==> config.mk <==
export PLATFORM = sky130hd
export DESIGN_NAME = inst_queue_issue
export DESIGN_NICKNAME = d
export VERILOG_FILES = /design/src/rtl/inst_queue_issue.sv
export SDC_FILE = /design/constraint.sdc
export NUM_CORES = 1
export LEC_CHECK = 0
export BUFFER_PORTS_ARGS = -buffer_cell sky130_fd_sc_hd__clkbuf_2
export CAP_MARGIN = 15
export CORE_ASPECT_RATIO = 1.25
export CORE_MARGIN = 2
export CORE_UTILIZATION = 38
export CTS_CLUSTER_SIZE = 16
export DETAILED_ROUTE_END_ITERATION = 10
export SYNTH_ARGS = -nofsm -noshare
export SYNTH_HDL_FRONTEND = slang
export SYNTH_SLANG_ARGS = --single-unit
==> constraint.sdc <==
create_clock -name clk -period 14.7 [get_ports clk]
set_clock_uncertainty 0.15 [all_clocks]
set_input_delay 1.47 -clock clk [delete_from_list [all_inputs] [get_ports clk]]
set_output_delay 1.47 -clock clk [all_outputs]
set_load 0.005 [all_outputs]
==> src/rtl/inst_queue_issue.sv <==
// Fetch packet queue: buffers two-slot IF1 packets and issues them one
// instruction at a time, in program order, to the ID stage.
module inst_queue_issue #(
    parameter int unsigned DEPTH     = 8,
    parameter int unsigned LOG_DEPTH = 3,
    parameter logic [31:0] INST_NOP  = 32'h0340_0000
) (
    input  logic        clk,
    input  logic        rstn,
    input  logic        flush,
    input  logic        in_valid,
    output logic        in_ready,
    input  logic [31:0] in_pc,
    input  logic [31:0] in_pc_next,
    input  logic [1:0]  in_pc_taken,
    input  logic [31:0] in_inst0,
    input  logic [31:0] in_inst1,
    input  logic [31:0] in_badv,
    input  logic [6:0]  in_exception,
    input  logic [1:0]  in_excp_flag,
    output logic        space_ok,
    output logic        nearly_full,
    input  logic        id_ready,
    output logic        id_valid,
    output logic [31:0] id_pc,
    output logic [31:0] id_inst,
    output logic [31:0] id_pc_next,
    output logic        id_taken,
    output logic [31:0] id_badv,
    output logic [6:0]  id_exception,
    output logic        id_excp
);

    typedef struct packed {
        logic [31:0] pc;
        logic [31:0] pc_next;
        logic [1:0]  taken;
        logic [31:0] inst0;
        logic [31:0] inst1;
        logic [31:0] badv;
        logic [6:0]  exception;
        logic [1:0]  excp_flag;
    } entry_t;

    localparam logic [LOG_DEPTH:0] CNT_FULL = (LOG_DEPTH+1)'(DEPTH);

    entry_t               mem [DEPTH];
    entry_t               head;
    logic [LOG_DEPTH-1:0] wp;
    logic [LOG_DEPTH-1:0] rp;
    logic [LOG_DEPTH:0]   count;
    logic [LOG_DEPTH:0]   free_cnt;
    logic                 half;
    logic                 head_single;
    logic                 push;
    logic                 issue;
    logic                 pop;

    assign head        = mem[rp];
    // Slot1 is skipped when slot0 redirects, faults, or the packet starts at the upper word
    assign head_single = head.pc[2] | head.taken[0] | head.excp_flag[0];

    assign free_cnt    = CNT_FULL - count;
    assign in_ready    = (count != CNT_FULL);
    assign space_ok    = (free_cnt >= (LOG_DEPTH+1)'(2));
    assign nearly_full = (free_cnt == (LOG_DEPTH+1)'(1));
    assign id_valid    = (count != '0);

    assign push  = in_valid && in_ready;
    assign issue = id_valid && id_ready;
    assign pop   = issue && (half || head_single);

    // Storage needs no reset: pointers and count define what is live
    always_ff @(posedge clk) begin
        if (rstn && !flush && push) begin
            mem[wp] <= '{pc:        in_pc,
                         pc_next:   in_pc_next,
                         taken:     in_pc_taken,
                         inst0:     in_inst0,
                         inst1:     in_inst1,
                         badv:      in_badv,
                         exception: in_exception,
                         excp_flag: in_excp_flag};
        end
    end

    always_ff @(posedge clk) begin
        if (!rstn || flush) begin
            wp    <= '0;
            rp    <= '0;
            count <= '0;
            half  <= 1'b0;
        end else begin
            if (push) begin
                wp <= wp + LOG_DEPTH'(1);
            end
            if (issue) begin
                if (pop) begin
                    rp   <= rp + LOG_DEPTH'(1);
                    half <= 1'b0;
                end else begin
                    half <= 1'b1;
                end
            end
            case ({push, pop})
                2'b10:   count <= count + (LOG_DEPTH+1)'(1);
                2'b01:   count <= count - (LOG_DEPTH+1)'(1);
                default: count <= count;
            endcase
        end
    end

    always_comb begin
        id_pc        = '0;
        id_inst      = INST_NOP;
        id_pc_next   = '0;
        id_taken     = 1'b0;
        id_badv      = '0;
        id_exception = '0;
        id_excp      = 1'b0;
        if (id_valid) begin
            id_badv      = head.badv;
            id_exception = head.exception;
            if (!half) begin
                id_pc      = head.pc;
                id_inst    = head.inst0;
                id_pc_next = head_single ? head.pc_next : head.pc + 32'd4;
                id_taken   = head.taken[0];
                id_excp    = head.excp_flag[0];
            end else begin
                id_pc      = head.pc + 32'd4;
                id_inst    = head.inst1;
                id_pc_next = head.pc_next;
                id_taken   = head.taken[1];
                id_excp    = head.excp_flag[1];
            end
        end
    end

endmodule

# After elaboration in Yosys (flattened, before gate mapping)
# Memory sizes are Yosys's and may differ from the RTL's. A register that Yosys moved wholly into a read port is not among the register bits.
# Cells that the tools add are included.
totals:
  regBits: 11
  mem_bits_rw: 1368
  elab_cells: 49
  in_bits: 176
  mem_count: 1
op_classes:
  n_addsub: 6
  n_eq_ne: 4
  n_lt_le_gt_ge: 1
  n_reduce_logical: 12
  n_mux: 19
  bitwise: 2
mem_list:
  columns: ["name", "depth", "width", "rd", "rd_clocked_by_memory_dff", "wr", "line", "text"]
  rows:
  - ["mem", 8, 171, 1, 1, 1, "47", "entry_t mem [DEPTH];"]
op_table:
  columns: ["op", "n"]
  rows:
  - ["$mux 32", 8]
  - ["$add 32x3->32 const B", 1]
  - ["$pmux 4 s2", 1]
  - ["$mux 1", 7]
  - ["$mux 7", 1]
  - ["$add 3x1->3 const B", 2]
  - ["$mux 3", 2]
  - ["$logic_and 1x1->1", 5]
  - ["$add 4x1->4 const B", 1]
  - ["$eq 4x1->1 const B", 1]
  - ["$ge 4x2->1 const B", 1]
  - ["$ne 4x4->1 const B", 1]
  - ["$reduce_bool 4->1", 1]
  - ["$sub 4x1->4 const B", 1]
  - ["$sub 4x4->4 const A", 1]
  - ["$eq 2x1->1 const B", 1]
  - ["$eq 2x2->1 const B", 1]
  - ["$logic_not 1->1", 2]
  - ["$logic_or 1x1->1", 2]
  - ["$or 1x1->1", 2]
  - ["$reduce_and 2->1", 1]
  - ["$reduce_bool 2->1", 1]

# Logic depth before layout (Yosys ltp)
logic_depth:
  ltp_word: 7
  depth_mapped: 16
  mapped_depth_nobuf: 14

# Least setup slack after synthesis
# No wires, ideal clock.
synth_path:
  path_kind: "input to register"
  start: "input port flush"
  end: "memory mem[0][0] (netlist name), enable pin"
  stages: 3
  setup_time_ps: 911
  n_path_buf: 0
  arrival_time_ps: 13547
  t_required_ps: 13639
  slack_ps: 92
  cell_sequence: "nand2b_1 -> or3_1 -> nor3_1"
synth_between:
  elab_chain_len: 5
synth_lines:
  columns: ["element", "line", "text"]
  rows:
  - ["start, declared", "10", "input logic flush,"]
  - ["$logic_not 1->1", "75", "if (rstn && !flush && push) begin"]
  - ["$logic_and 1x1->1 (2 in a row)", "75", null]
  - ["$mux 1", "75", null]
  - ["$mux 1 (implied by the code)", "76", "mem[wp] <= '{pc: in_pc,"]
  - ["end, declared", "47", null]
# Every way passes these cells.

==> results list <==
* Result of the run: finished clean
- Setup violations remaining at the end of the flow were counted as 0.
* Post-Synthesis Net Count: 2569
* TritonCTS clock tree: yes
- Clock tree buffer depth: 3
- Number of flops mapped to enable cells by yosys: 1368
* Share of flip-flops with an asynchronous set or reset: 0%
- H-tree depth: 4
- Unrepaired setup endpoints after global routing: no
- Summing the areas of all fa, ha and maj instances in the mapped netlist gives 0.2449% of the synthesized area.
- Clock Latency Late Sink: 0.78 ns
- At the end of the flow the core is filled with cells to 44.13%.
- Ys flop type: edfxtp_1
- The final route contains 25490 vias.
* Cell at the root of the clock tree: clkbuf_16
- The synthesized design spends more area on one cell type than any other, namely edfxtp_1.
- The die is 426.1 um tall.
- The die covers 0.1456 mm2.
- Relative to the synthesized area, the layout overhead comes to 15.10%.
* Relative max-transition margin: 23.88%
* Required time worst endpoint: 13.08 ns
* Clock transition at the registers of the reported paths: 0.06 ns
* Residual DRC: 0
* Static Leak: 0.01926 uW
- Ratio of final minimum period to clock period: 50.75%
- The critical path is of the reg2out type.
* Multiplexer share of the synthesized area: 17.72%
* Final WS setup: 7.240 ns
- Register bit total from synthesis: 1382
- Total congestion overflow: 0
* Area share of the largest cell type after synthesis: 75.85%
- In the final design database the tool counted 2953 nets.
- STA classifies the critical path startpoint as a flop.
- Largest net degree at the start of global routing: 113
- For the finished layout, the period the worst path requires is 7.460 ns.
- After routing, the total negative slack on setup checks comes to 0 ns.
- The first global-routing pass estimated 187.5 mm of wire.
- The initial antenna violation count is 32.
- Hold repair after CTS inserted 0 buffers.
- Data arrives at the worst endpoint at 5.84 ns.
- Summing the areas of all xor and xnor instances in the mapped netlist gives 0.7116% of the synthesized area.
* Placeable core region: 0.1412 mm2
- Hold Path Class: reg2reg
- Floorplan die width: 341.7 um
- After technology mapping, the gate count stands at 2383.
- Cell types with the largest area share after synthesis: edfxtp_1 76%, mux4_2 15%, mux2i_1 1.4%
- Placed insts: 4493
- Number of slew-limit violations in the final report: 0
- Starting DRT DRC Count: 2082
* Number of port buffers: 316
- The synthesized netlist devotes 0.8340% of its cell area to compound gates.
* Total power density per cell area: 129.8 mW/mm2
- Simple-gate area share of the yosys netlist: 2.668%
* Combinational family with the most area after synthesis: multiplexers
* Layout cells sized above 1: 34.42%
- Actual transition at the worst max-transition pin: 1.142 ns
- Post-CTS setup buffers: 0
- Placement-stage worst setup slack: 7.770 ns
- Kind of capture point of the worst setup path: output port
- Netlist area before placement: 0.05416 mm2
* Share of synthesized area occupied by flip-flops and latches: 76.37%
* Average cell area after synthesis: 22.73 um2
- The routed design has 128.8 mm of wire.
- Count of endpoints failing hold in the final timing report: 0
- The worst-case IR drop observed on VDD is 0.0001047 V.
* Routed via count divided by cell count: 5.362
- For this run, the top clock speed supported by timing is 0.1341 GHz.
* Std cell rows: 154
- Detail Placement HPWL: 73.88 mm
* Global-route usage over all layers: 17.88%
- The clock drives 1382 sinks.
* Number of synthesis warnings: 0
- Max-cap violations in this run came to 0.
- Once the clock tree was built, the resizer swapped 0 gates to a different size.
- Counting distinct cell types in the post-synthesis netlist gives 62.
- Effective utilization at floorplan: 38.34%
- The count of nets left with antenna violations once routing finished came out at 0.
- At the end of routability-driven placement, the weighted congestion stood at 0.8327.
* Clock buffers created by TritonCTS: 144
- Leaving out filler cells and counting taps, the final layout contains 4753.
* Number of global-route vias before repair: 27190
- Routed wire per std cell: 27.10 um
* First-pass iteration count of the detailed router: 7
- Number of ports placed on the die boundary: 317
* Crit-path max FO: 112
[registers in the layout, summed over array words and instances, names as in the netlist, named ones only]
| register | flops |
|---|---|
| count | 4 |
| half | 1 |
| mem | 1368 |
| rp | 3 |
| wp | 3 |
[cell usage in the layout, fill, tap and decap left out, types with 10 or more instances in the layout]
master      instances
dfxtp_1            10
nor2_1            103
nand2_1            25
nor2b_1            13
edfxtp_1         1368
clkbuf_16         145
mux2i_1            74
mux4_1             17
nand3_1            15
clkinv_2           15
nor3_1             10
clkbuf_1           28
a211oi_1           24
clkinv_1           30
o21ai_0            14
clkinvlp_4         10
xor2_1             14
buf_4              44
mux4_2            355
mux2_2             24
nand4_1            14
xnor2_1            30
clkbuf_2          316
and2_1             30
a21oi_1            23
[cells by family (layout without fill, tap and decap cells)]
| kind of cell | count (synthesis) | after routing |
|---|---|---|
| adders and majority gates | 10 | 10 |
| buffers and inverters | 134 | 627 |
| DFF | 1382 | 1382 |
| muxes | 479 | 479 |
| AOI/OAI and AO/OA | 70 | 70 |
| xor gates and xnor gates | 44 | 44 |
| other | 0 | 5 |
| and+or+nand+nor | 264 | 264 |
[metrics by stage]
stage / hold WS (ns) / instance area [um2] / total power, uW
detailed placement: 0.3332 / 57800 / 4702
global placement: 0.3291 / 57800 / 4691
finish: 0.3461 / 62330 / 8089
global route: 0.3785 / 62330 / 8353
floorplan: 0.3119 / 54160 / 4567
CTS: 0.3452 / 62320 / 8188
[where the power goes]
part / leakage (uW) / internal, uW / switching (uW) / total, uW
logic: 0.00465 / 95.1 / 161 / 256
registers: 0.0124 / 4350 / 7.25 / 4360
clock network: 0.00217 / 1960 / 1510 / 3470
total: 0.0193 / 6410 / 1680 / 8090
[synth_stat cells (4+ instances only)]
library cell	count
or2_2	6
a21oi_1	23
ha_1	9
buf_4	8
and2_1	30
mux4_2	355
and3_1	4
buf_2	54
xor2_1	14
buf_6	9
nand4_1	14
buf_12	4
nor2_1	109
nor3_1	12
clkbuf_1	34
a211oi_1	24
mux2i_1	74
nand3_1	15
nand2_1	25
o21ai_0	14
edfxtp_1	1368
mux4_1	17
xnor2_1	30
mux2i_2	6
inv_1	9
nor2b_1	14
buf_1	11
or3_1	5
mux2_2	24
dfxtp_1	14
[per-layer routing]
layer  track usage, %  wire (um)  part of all wire (%)  vias to the layer above
met5                0        132                  0.10                        -
met4            4.978       2756                   2.1                       20
met3            4.095       8823                   6.9                      218
met2            29.87      64700                    50                      804
met1            23.49      52370                    41                    13640
li1                 -          -                     -                    10800
[layout make-up]
cell class	instances	area [um2]
Clock buffer	175	3761
Antenna cell	5	12.51
Sequential cell	1382	41370
Tap cell	1872	2342
Timing Repair Buffer	363	1972
Clock inverter	80	764.5
Inverter	9	33.78
Fill cell	11990	78900
Multi-Input combinational cell	867	12070
[final timing paths]
path	startpoint	endpoint	slack [ns]	cells past startpoint
max	flop	id_inst[17]	7.24	7
min reg2reg	wp[1]$_SDFFE_PP0P_	wp[1]$_SDFFE_PP0P_	0.35	2
min	wp[1]$_SDFFE_PP0P_	wp[1]$_SDFFE_PP0P_	0.35	2
max reg2reg	flop	count[3]$_SDFFE_PP0P_	8.98	13
[critical path, cell delays in order, from the launching register on]
cell and delay, ns:
dfxtp_4 0.96, buf_4 0.84, buf_4 0.83, buf_12 0.65, mux4_2 0.60, mux4_2 0.48
and2_1 0.23, clkbuf_2 0.13
Power figures use the tool's default switching activity.
